File: config.mk
export PLATFORM = sky130hd
export DESIGN_NAME = rotary_ring_ctrl
export DESIGN_NICKNAME = d
export VERILOG_FILES = /design/src/rtl/rotary_ring_ctrl.sv
export SDC_FILE = /design/constraint.sdc
export NUM_CORES = 1
export LEC_CHECK = 0
export ABC_AREA = 1
export BUFFER_PORTS_ARGS = -buffer_cell sky130_fd_sc_hd__buf_2
export CORE_MARGIN = 2
export CORE_UTILIZATION = 25
export CTS_CLUSTER_SIZE = 20
export DETAILED_ROUTE_END_ITERATION = 12
export GPL_ROUTABILITY_DRIVEN = 1
export PLACE_DENSITY = 0.39
export SYNTH_ARGS = -nofsm -noshare
export SYNTH_HDL_FRONTEND = slang
export SYNTH_SLANG_ARGS = --single-unit
export TNS_END_PERCENT = 100
File: constraint.sdc
create_clock -name clock -period 1.8 [get_ports clock]
set_input_delay 0.09 -clock clock [delete_from_list [all_inputs] [get_ports clock]]
set_output_delay 0.09 -clock clock [all_outputs]
set_load 0.01 [all_outputs]
File: src/rtl/rotary_ring_ctrl.sv
`default_nettype none
// ============================================================================
//  Module   : rotary_ring_ctrl
//  Purpose  : Rotary encoder / push-button front end for the LED ring driver.
//             Synchronises and debounces the raw inputs, tracks ring position
//             and colour, and issues one-cycle frame requests to the driver.
//             Optional macro BAR_MODE_EN selects a thermometer led_mask.
//  Revision : 1.0 - initial release
// ============================================================================
module rotary_ring_ctrl #(
    parameter int         DEBOUNCE_CYCLES   = 4000,
    parameter int         NUM_LEDS          = 12,
    parameter logic [7:0] DEFAULT_INTENSITY = 8'h20
) (
    input  logic                clock,
    input  logic                res_n,
    input  logic                enc_a,
    input  logic                enc_b,
    input  logic                enc_btn,
    input  logic                driver_busy,
    output logic [NUM_LEDS-1:0] led_mask,
    output logic [1:0]          colour,
    output logic [7:0]          intensity,
    output logic                refresh,
    output logic [3:0]          position
);

    localparam int          c_cnt_w   = $clog2(DEBOUNCE_CYCLES + 1);
    // Bit order {btn, b, a}; the button idles high (active-low).
    localparam logic [2:0]  c_deb_rst = 3'b100;
    localparam logic [3:0]  c_pos_max = 4'(NUM_LEDS - 1);
    localparam logic [1:0]  c_col_rst = 2'b01;

    typedef enum logic [1:0] {
        ST_IDLE  = 2'd0,
        ST_REQ   = 2'd1,
        ST_GUARD = 2'd2,
        ST_WAIT  = 2'd3
    } state_t;

    logic [2:0]          w_raw;
    logic [2:0]          r_sync1;
    logic [2:0]          r_sync2;
    logic [2:0]          w_deb;
    logic                r_a_q;
    logic                r_btn_q;
    logic                w_a_rise;
    logic                w_btn_fall;
    logic [3:0]          r_pos;
    logic [1:0]          r_col;
    logic                r_dirty;
    logic [NUM_LEDS-1:0] w_mask;
    logic [NUM_LEDS-1:0] r_led_mask;
    logic [1:0]          r_colour;
    logic                r_refresh;
    logic                r_guard_cnt;
    state_t              r_state;
    state_t              w_next;
    logic                w_load;

    assign w_raw = {enc_btn, enc_b, enc_a};

    always_ff @(posedge clock or negedge res_n) begin
        if (!res_n) begin
            r_sync1 <= c_deb_rst;
            r_sync2 <= c_deb_rst;
        end else begin
            r_sync1 <= w_raw;
            r_sync2 <= r_sync1;
        end
    end

    generate
        for (genvar g = 0; g < 3; g++) begin : g_deb
            logic [c_cnt_w-1:0] r_cnt;
            logic               r_deb_bit;

            always_ff @(posedge clock or negedge res_n) begin
                if (!res_n) begin
                    r_cnt     <= '0;
                    r_deb_bit <= c_deb_rst[g];
                end else if (r_sync2[g] == r_deb_bit) begin
                    r_cnt <= '0;
                end else if (r_cnt == c_cnt_w'(DEBOUNCE_CYCLES - 1)) begin
                    r_deb_bit <= r_sync2[g];
                    r_cnt     <= '0;
                end else begin
                    r_cnt <= r_cnt + c_cnt_w'(1);
                end
            end

            assign w_deb[g] = r_deb_bit;
        end
    endgenerate

    always_ff @(posedge clock or negedge res_n) begin
        if (!res_n) begin
            r_a_q   <= c_deb_rst[0];
            r_btn_q <= c_deb_rst[2];
        end else begin
            r_a_q   <= w_deb[0];
            r_btn_q <= w_deb[2];
        end
    end

    // One step per detent: only the debounced A rising edge counts.
    assign w_a_rise   = w_deb[0] & ~r_a_q;
    assign w_btn_fall = ~w_deb[2] & r_btn_q;

    always_ff @(posedge clock or negedge res_n) begin
        if (!res_n) begin
            r_pos   <= 4'd0;
            r_col   <= c_col_rst;
            r_dirty <= 1'b1;
        end else begin
            if (w_a_rise) begin
                if (w_deb[1]) begin
                    r_pos <= (r_pos == 4'd0) ? c_pos_max : r_pos - 4'd1;
                end else begin
                    r_pos <= (r_pos == c_pos_max) ? 4'd0 : r_pos + 4'd1;
                end
            end
            if (w_btn_fall) begin
                r_col <= (r_col == 2'b11) ? 2'b01 : r_col + 2'b01;
            end
            // A new event wins over a load in the same cycle, since the load
            // captured the pre-event state.
            if (w_a_rise || w_btn_fall) begin
                r_dirty <= 1'b1;
            end else if (w_load) begin
                r_dirty <= 1'b0;
            end
        end
    end

    always_comb begin
        w_mask = '0;
        for (int i = 0; i < NUM_LEDS; i++) begin
`ifdef BAR_MODE_EN
            w_mask[i] = (4'(i) <= r_pos);
`else
            w_mask[i] = (4'(i) == r_pos);
`endif
        end
    end

    always_comb begin
        w_next = r_state;
        w_load = 1'b0;
        case (r_state)
            ST_IDLE: begin
                if (r_dirty && !driver_busy) begin
                    w_load = 1'b1;
                    w_next = ST_REQ;
                end
            end
            ST_REQ:   w_next = ST_GUARD;
            ST_GUARD: begin
                if (r_guard_cnt) begin
                    w_next = ST_WAIT;
                end
            end
            ST_WAIT: begin
                if (!driver_busy) begin
                    w_next = ST_IDLE;
                end
            end
            default:  w_next = ST_IDLE;
        endcase
    end

    // Outputs are only reloaded on IDLE->REQ so they hold for a whole frame.
    always_ff @(posedge clock or negedge res_n) begin
        if (!res_n) begin
            r_state     <= ST_IDLE;
            r_guard_cnt <= 1'b0;
            r_refresh   <= 1'b0;
            r_led_mask  <= NUM_LEDS'(1);
            r_colour    <= c_col_rst;
        end else begin
            r_state     <= w_next;
            r_guard_cnt <= (r_state == ST_GUARD) ? ~r_guard_cnt : 1'b0;
            r_refresh   <= (r_state == ST_REQ);
            if (w_load) begin
                r_led_mask <= w_mask;
                r_colour   <= r_col;
            end
        end
    end

    assign led_mask  = r_led_mask;
    assign colour    = r_colour;
    assign intensity = DEFAULT_INTENSITY;
    assign refresh   = r_refresh;
    assign position  = r_pos;

endmodule
`default_nettype wire
==> impl_metrics.py, run 1 <==
metrics = {
    "yosys": {
        "synth_cell_type_count": 31,
        "syn_area_sq_um": 3551,
        "syn-mean-instance-area_sq_um": 8.768,
        "yosys.area.top_type_share_pct": 45.10,
        "ys_seq_area_share_pct": 51.02,
        "yosys_warnings": 0,
        "synth-seq-cells": 72,
        "synth_cells": 405,
        "yosys-top-cells-area": "dfrtp_1 (45%), nand2_1 (9.1%), dfstp_2 (5.9%)",
        "yosysTopAreaCell": "dfrtp_1",
        "synth_edf_count": 0,
        "synthArstFlopShare_pct": 100.0,
        "ys.flop_type": "dfrtp_1",
    },
    "floorplan": {
        "core_area_sq_um": 13880,
        "rows": 43,
        "fp.dieH_microns": 123.2,
        "die-area_sq_um": 15170,
        "start_util_pct": 25.58,
        "ios": 33,
        "die-width_microns": 123.2,
    },
    "critical_path": {
        "crit_fanout": 9,
        "critPathLaunch": "position[0]$_DFFE_PN0P_",
        "crit_type": "register to register",
        "startpoint_type": "register",
        "r2r-start": "position[0]$_DFFE_PN0P_",
        "crit_required_ps": 2020,
        "r2r-end": "position[3]$_DFFE_PN0P_",
        "critPathCaptureType": "register",
        "reg2regPathDepth": 8,
        "reg2reg_slack_ps": 350,
        "crit_end": "position[3]$_DFFE_PN0P_",
        "crit_arrival_ps": 1670,
    },
    "finish": {
        "syn2layout_area_growth_pct": 17.65,
        "multi_input_area_sq_um": 1491,
        "final_nets": 459,
        "antenna_cells": 0,
        "n_fill_cell": 1496,
        "stdcell_count": 625,
        "regArea_sq_um": 1812,
        "drive_gt1_share_pct": 15.51,
    },
    "global_routing": {
        "grt_start_max_net_pins": 45,
        "grt_pass1_vias": 2492,
        "gr-total-overflow": 0,
        "antenna_found_initial": 0,
        "track_usage_pct": 10.20,
        "grt_pass1_wl_microns": 11810,
    },
    "route": {
        "vias_per_cell": 4.093,
        "drtPass1Iterations": 4,
        "route.detailed.drc": 0,
        "wl_microns": 6889,
        "routedWlPerCell_microns": 11.02,
        "vias": 2558,
        "drt_iter0_markers": 172,
        "ant_nets": 0,
    },
    "min_path": {
        "whs_path_depth": 4,
        "min_path_type": "input pin to register",
    },
    "timing": {
        "rsz0062_at_grt": "no",
        "setup_viol": 0,
        "hold_violations": 0,
        "fin_ws_ps": 354.3,
        "hold_slack_ps": 131.8,
        "period_needed_ps": 1446,
        "tns_ps": 0,
        "min_period_over_period_pct": 80.31,
        "fin_worst_skew_ps": 5.539,
        "fmax_mhz": 691.7,
        "maxSlewViolCount": 0,
    },
    "clocking": {
        "holdBufCountCts": 4,
        "cts_buffers": 9,
        "clockBufferDepth": 2,
        "cts_setup_buffers": 0,
        "htree_levels": 3,
        "tritoncts": "yes",
        "root_buffer": "clkbuf_16",
        "clkLatencyLatePin_ps": 340,
        "clock_sinks": 72,
        "path_clk_slew_ps": 50,
        "cts_resized": 0,
    },
    "place": {
        "port-buffer-count": 24,
        "dp_cells": 605,
        "dp_hpwl_microns": 4867,
        "gp_congestion": 0.7635,
        "dp_slack_ps": 365.8,
    },
    "power": {
        "ir_drop_mv": 0.4466,
        "powerDensity_nw_per_um2": 911.0,
        "leakagePower_nw": 1.971,
        "power_w": 0.003806,
    },
    "run": {
        "cap_violations": 0,
    },
    "status": {
        "status": "completed",
    },
}
-- cell type report --
class	count	share of cell area (%)
clock buffer	16	6.499
inverter	50	4.492
multi-input combinational	277	35.70
sequential	72	43.37
tap	180	5.391
timing repair buffer	30	4.552
-- cell families after synthesis --
group	count (synthesis)	synth area share, %
compound gates	35	5.532
other cells	2	0.2115
simple gates	204	26.11
xor+xnor	17	4.933
buf+inv	62	7.611
flops	72	51.02
fa+ha+maj	13	4.581
-- routing by layer --
metal	wire, microns	track usage, %	vias to the layer above
met1	3256	12.25	1171
li1	-	-	1333
met4	136	4.901	0
met5	0	0	-
met2	3188	16.31	46
met3	307	3.506	8
-- state kept, by name, summed over array words and instances, names as in the netlist --
signal / cells
colour: 2
g_deb.r_cnt: 36
g_deb.r_deb_bit: 3
led_mask: 12
position: 4
r_a_q: 1
r_btn_q: 1
r_col: 2
r_dirty: 1
r_guard_cnt: 1
r_state: 2
r_sync1: 3
r_sync2: 3
refresh: 1
-- worst min path at each step --
stage | slack, ps | endpoint | start
3_3_place_gp | 50 | led_mask[10]$_DFFE_PN0P_ | res_n
4_1_cts | 110 | r_state[1]$_DFFE_PN0P_ | driver_busy
2_1_floorplan | -210 | colour[1]$_DFFE_PN0P_ | res_n
5_1_grt | 130 | r_state[1]$_DFFE_PN0P_ | driver_busy
3_5_place_dp | 50 | led_mask[10]$_DFFE_PN0P_ | res_n
6_report | 130 | r_state[1]$_DFFE_PN0P_ | driver_busy
-- cells in the mapped netlist, types with 2 or more instances --
master	number
o21bai_1	2
nor2_4	4
nand2_1	86
dfstp_2	8
nor3_1	3
o21bai_2	2
nor3b_1	3
buf_4	9
nand2_2	7
nand3_2	2
inv_1	48
xnor2_1	2
nor2_1	55
nor2_2	4
nand3_1	28
nand4_1	10
dfrtp_1	64
xor2_1	13
a21oi_1	10
inv_2	2
o21ai_0	18
buf_2	3
conb_1	2
ha_1	13
-- per-stage QoR --
stage | cell area (sq um) | util [%]
final | 4178 | 30.10
after global routing | 4178 | 30.10
after detailed placement | 3866 | 27.85
after CTS | 4178 | 30.10
after global placement | 3866 | 27.85
after floorplan | 3573 | -
-- cells in the final DEF, fill, tap and decap left out, drive strengths merged, types with 2 or more instances in the layout --
cell type    instances
nand2               93
dfrtp               64
nor2                63
inv                 50
nand3               31
buf                 26
o21ai               19
clkbuf              16
xor2                15
ha                  13
nand4               10
a21oi               10
conb                 8
dfstp                8
dlygate4sd3          4
o21bai               4
nor3                 3
nor3b                3
xnor2                2
-- power breakdown --
| group | internal [W] | switching [W] | leakage, nW |
|---|---|---|---|
| registers | 0.00173 | 0.0000555 | 0.954 |
| logic | 0.000131 | 0.000232 | 0.886 |
| clock network | 0.00101 | 0.000648 | 0.131 |
| total | 0.00287 | 0.000935 | 1.97 |
-- worst max-delay path, cell delays in order, from the launching register on --
cell     delay [ps]
dfrtp_1         480
inv_1           140
ha_1            260
inv_1           100
o21ai_0          90
nand2_1          70
nand3_1          60
nand3_1          80
nand2_1          50
No activity file was read; power rests on OpenSTA's default activity.
==> inputs of run 2 (changes only) <==
PLACE_DENSITY = 0.41   (was 0.39)
clock period = 1.2 ns   (was 1.8 ns; I/O delays follow)
==> impl_metrics.py, run 2 (synthesis results as in run 1) <==
metrics = {
    "power": {
        "ir_drop_mv": 0.6730,
        "powerDensity_nw_per_um2": 1208,
        "leakagePower_nw": 2.371,
    },
    "status": {
        "status": "finished with violations",
        "violations": "negative setup slack",
    },
    "floorplan": {
        "ios": 33,
        "core_area_sq_um": 13880,
        "die-area_sq_um": 15170,
        "start_util_pct": 25.58,
        "rows": 43,
        "die-width_microns": 123.2,
        "fp.dieH_microns": 123.2,
    },
    "critical_path": {
        "critPathCaptureType": "register",
        "crit_arrival_ps": 1490,
        "crit_required_ps": 1420,
        "cpPeakStageDelay_ps": 410,
        "slowest_stage": "dfrtp_1",
        "worstPathCellList": "ha_4 > nand2_4 > nor2_4 > nand3_4 > nand2_8 > nor2_1",
        "crit_type": "register to register",
        "crit_fanout": 7,
        "startpoint_type": "register",
    },
    "clocking": {
        "htree_levels": 3,
        "root_buffer": "clkbuf_16",
        "cts_buffers": 9,
        "clkLatencyLatePin_ps": 340,
        "clockBufferDepth": 2,
        "path_clk_slew_ps": 50,
        "clock_sinks": 72,
        "tritoncts": "yes",
    },
    "finish": {
        "largest_reg_flops": 36,
        "largest-register": "g_deb.r_cnt",
        "final_nets": 515,
        "layout_commonest_cell": "nand2_1",
        "multi_input_area_sq_um": 2041,
        "final_util_pct": 37.78,
        "final_cell_mix": "nand2_1 (69), dfrtp_1 (54), buf_4 (49), inv_1 (37), nor2_1 (28)",
        "regArea_sq_um": 1824,
        "antenna_cells": 0,
        "n_fill_cell": 1388,
        "drive_gt1_share_pct": 46.91,
        "syn2layout_area_growth_pct": 47.67,
    },
    "route": {
        "routedWlPerCell_microns": 11.60,
        "drt_iter0_markers": 114,
        "drtPass1Iterations": 4,
        "route.detailed.drc": 0,
        "wl_microns": 7902,
        "vias": 2860,
        "ant_nets": 0,
        "vias_per_cell": 4.200,
    },
    "timing": {
        "min_period_over_period_pct": 105.8,
        "hold_violations": 0,
        "fin_worst_skew_ps": 9.558,
        "setup_viol": 39,
        "period_needed_ps": 1270,
        "tns_ps": -1216,
        "fin_ws_ps": -70.12,
        "rsz0062_at_grt": "yes",
        "fmax_mhz": 787.3,
        "maxSlewViolCount": 0,
    },
    "global_routing": {
        "track_usage_pct": 11.32,
        "gr-total-overflow": 0,
        "grt_pass1_vias": 2778,
        "grt_pass1_wl_microns": 13220,
        "grt_start_max_net_pins": 29,
        "antenna_found_initial": 0,
    },
    "place": {
        "gp_congestion": 0.8011,
        "dp_hpwl_microns": 5409,
        "port-buffer-count": 24,
    },
    "run": {
        "cap_violations": 0,
    },
    "min_path": {
        "min_path_type": "input pin to register",
    },
}
[run 2: cell types whose count changed in the layout (fill, tap and decap cells not counted), moves of 11 or more]
cell	before	now
buf_4	2	49
nand2_1	86	69
nor2_4	4	23
inv_1	48	37
nand3_2	2	14
nor2_1	55	28
nand3_1	28	14
[run 2: metrics by stage]
| stage | total power [W] | worst slack, ps | cells | cell area [sq um] | hold WS, ps |
|---|---|---|---|---|---|
| 3_5_place_dp | 0.003365 | -142.4 | 647 | 4202 | 33.84 |
| 2_1_floorplan | 0.003111 | 1.414 | 411 | 3587 | -235.6 |
| 4_1_cts | 0.006303 | -61.70 | 672 | 4756 | 81.64 |
| 3_3_place_gp | 0.003362 | -117.2 | 647 | 4202 | 33.53 |
| 5_1_grt | 0.006689 | -145.5 | 681 | 5244 | 119.7 |
| 6_report | 0.006334 | -70.12 | 681 | 5244 | 93.21 |
[run 2: what timing repair did]
item | 4_1_cts | 5_1_grt
pin swaps | 21 | 50
gates resized for setup | 46 | 115
hold endpoints to repair | 30 | 0
hold buffers | 4 | 0
gates cloned | 1 | 0
endpoints found under the setup margin | 49 | 55
setup buffers | 5 | 10
[run 2: layout make-up]
type                       instances  area share [%]
timing repair buffer              86           12.46
multi-input combinational        277           38.92
inverter                          50           3.818
clock inverter                     3          0.7635
clock buffer                      13           4.963
sequential                        72           34.79
tap                              180           4.295
[run 2: final timing paths]
path | slack (ps) | cells past startpoint | start | end
max | -70 | 6 | g_deb[2].r_cnt[0]$_DFF_PN0_ | g_deb[2].r_cnt[7]$_DFF_PN0_
min | 90 | 4 | driver_busy | r_state[1]$_DFFE_PN0P_
max reg2reg | -70 | 6 | g_deb[2].r_cnt[0]$_DFF_PN0_ | g_deb[2].r_cnt[7]$_DFF_PN0_
min reg2reg | 350 | 0 | r_sync1[0]$_DFF_PN0_ | r_sync2[0]$_DFF_PN0_
max in group asynchronous | 470 | 3 | res_n | r_sync2[2]$_DFF_PN1_
min in group asynchronous | 200 | 2 | res_n | g_deb[1].r_cnt[6]$_DFF_PN0_
[run 2: worst max-delay path: cells and delay by family (launching register included)]
family | cells | cell delay [ps]
simple gates | 5 | 590
flops | 1 | 410
fa+ha+maj | 1 | 170
[run 2: power by group]
group	internal, W	total [W]	switching [W]
clock network	0.00172	0.00270	0.000980
logic	0.000417	0.000945	0.000528
registers	0.00259	0.00269	0.0000997
total	0.00473	0.00633	0.00161
[run 2: routing by layer]
layer | global-route usage (%) | up-vias | wire, microns
met5 | 0 | - | 0
met4 | 3.551 | 0 | 79
met3 | 3.782 | 6 | 312
met2 | 18.03 | 42 | 3847
met1 | 14.50 | 1365 | 3662
li1 | - | 1447 | -
==> inputs of run 3 (changes only) <==
RECOVER_POWER = 50   (was not set)
==> impl_metrics.py, run 3 (synthesis results as in run 1) <==
metrics = {
    "status": {
        "violations": "negative setup slack",
        "status": "finished with violations",
    },
    "route": {
        "vias_per_cell": 4.222,
        "routedWlPerCell_microns": 11.62,
        "route.detailed.drc": 0,
        "vias": 2875,
        "drt_iter0_markers": 117,
        "ant_nets": 0,
        "wl_microns": 7916,
        "drtPass1Iterations": 4,
    },
    "place": {
        "gp_congestion": 0.8011,
        "place_area_sq_um": 4202,
        "dp_hpwl_microns": 5409,
        "port-buffer-count": 24,
        "dp_cells": 647,
    },
    "floorplan": {
        "start_util_pct": 25.58,
        "die-area_sq_um": 15170,
        "ios": 33,
        "rows": 43,
        "core_area_sq_um": 13880,
        "fp.dieH_microns": 123.2,
        "die-width_microns": 123.2,
    },
    "timing": {
        "period_needed_ps": 1274,
        "hold_violations": 0,
        "worst_pin_slew_ps": 755.9,
        "hold_slack_ps": 96.44,
        "fmax_mhz": 784.7,
        "max_slew_margin_pct": 49.61,
        "fin_worst_skew_ps": 7.310,
        "setup_viol": 40,
        "fin_ws_ps": -74.33,
        "min_period_over_period_pct": 106.2,
        "maxSlewViolCount": 0,
        "rsz0062_at_grt": "yes",
    },
    "clocking": {
        "tritoncts": "yes",
        "path_clk_slew_ps": 50,
        "htree_levels": 3,
        "root_buffer": "clkbuf_16",
        "cts_buffers": 9,
        "clockBufferDepth": 2,
        "clkLatencyLatePin_ps": 330,
        "clock_sinks": 72,
    },
    "global_routing": {
        "gr-total-overflow": 0,
        "track_usage_pct": 11.32,
        "antenna_found_initial": 0,
        "grt_pass1_wl_microns": 13220,
        "grt_start_max_net_pins": 29,
        "grt_pass1_vias": 2778,
    },
    "critical_path": {
        "critPathLaunch": "g_deb[2].r_cnt[0]$_DFF_PN0_",
        "crit_type": "register to register",
        "critPathCaptureType": "register",
        "r2r-start": "g_deb[2].r_cnt[0]$_DFF_PN0_",
        "crit_fanout": 7,
        "crit_arrival_ps": 1500,
        "crit_required_ps": 1420,
        "startpoint_type": "register",
        "reg2reg_slack_ps": -70,
    },
    "finish": {
        "layout_commonest_cell": "nand2_1",
        "design_area_sq_um": 5223,
        "final_util_pct": 37.62,
        "largest_reg_flops": 36,
        "final_nets": 515,
        "antenna_cells": 0,
        "largest-register": "g_deb.r_cnt",
        "drive_gt1_share_pct": 46.51,
        "final_cell_mix": "nand2_1 (69), dfrtp_1 (55), buf_4 (48), inv_1 (37), nor2_1 (28)",
        "regArea_sq_um": 1823,
        "multi_input_area_sq_um": 2041,
        "stdcell_count": 681,
        "syn2layout_area_growth_pct": 47.08,
        "n_fill_cell": 1393,
    },
    "power": {
        "powerDensity_nw_per_um2": 1212,
        "pwr-share-seq_pct": 42.6,
        "swShare_pct": 25.42,
        "cell_internal_pwr_w": 0.004719,
        "switchingPower_w": 0.001608,
        "pwr-share-clk_pct": 42.7,
        "leakagePower_nw": 2.366,
        "combPwrFrac_pct": 14.8,
        "ir_drop_mv": 0.6743,
    },
    "min_path": {
        "min_path_type": "input pin to register",
        "min_from": "driver_busy",
    },
    "run": {
        "cap_violations": 0,
    },
}
run 3: what timing repair did:
action,CTS,global route
hold buffers,4,0
endpoints found under the setup margin,49,55
resized for setup,46,115
gates cloned,1,0
pin swaps,21,50
endpoints found under the hold margin,30,0
buffers inserted,5,10
run 3: cell type report:
class	instances	share of cell area, %
Sequential cell	72	34.91
Tap cell	180	4.312
Clock inverter	3	0.7667
Multi-Input combinational cell	277	39.08
Clock buffer	13	4.983
Timing Repair Buffer	86	12.12
Inverter	50	3.833
run 3: final timing paths:
path                                                    end  depth (start not counted)
worst max-delay path            g_deb[2].r_cnt[7]$_DFF_PN0_                          6
worst min-delay path                 r_state[1]$_DFFE_PN0P_                          4
worst max register to register  g_deb[2].r_cnt[7]$_DFF_PN0_                          6
worst min register to register         r_sync2[0]$_DFF_PN0_                          0
max in group asynchronous              r_sync2[2]$_DFF_PN1_                          3
min in group asynchronous       g_deb[1].r_cnt[6]$_DFF_PN0_                          2
run 3: routing by layer:
layer,vias to the layer above,wire (microns),global-route usage [%]
met4,0,110,3.551
met5,-,0,0
met1,1383,3684,14.50
met3,9,307,3.782
li1,1445,-,-
met2,38,3815,18.03
run 3: power by group through the flow:
| stage | sequential (W) | combinational (W) | clock, W |
|---|---|---|---|
| global placement | 0.00271 | 0.000652 | 0 |
| detailed placement | 0.00271 | 0.000652 | 0 |
| global route | 0.00271 | 0.00106 | 0.00291 |
| finish | 0.00269 | 0.000936 | 0.00270 |
| floorplan | 0.00272 | 0.000391 | 0 |
| CTS | 0.00267 | 0.000819 | 0.00281 |
run 3: worst max-delay path: stages, from the launching register on:
cell and delay, ps:
dfrtp_1 410, ha_4 170, nand2_4 70, nor2_4 140, nand3_4 160, nand2_8 160, nor2_1 60
run 3: through the flow:
step	setup TNS [ps]	power (W)	worst slack, ps
2_1_floorplan	0	0.003111	1.414
3_3_place_gp	-1475	0.003362	-117.2
3_5_place_dp	-2374	0.003365	-142.4
4_1_cts	-549.8	0.006303	-61.70
5_1_grt	-5173	0.006680	-145.5
6_report	-1214	0.006327	-74.33
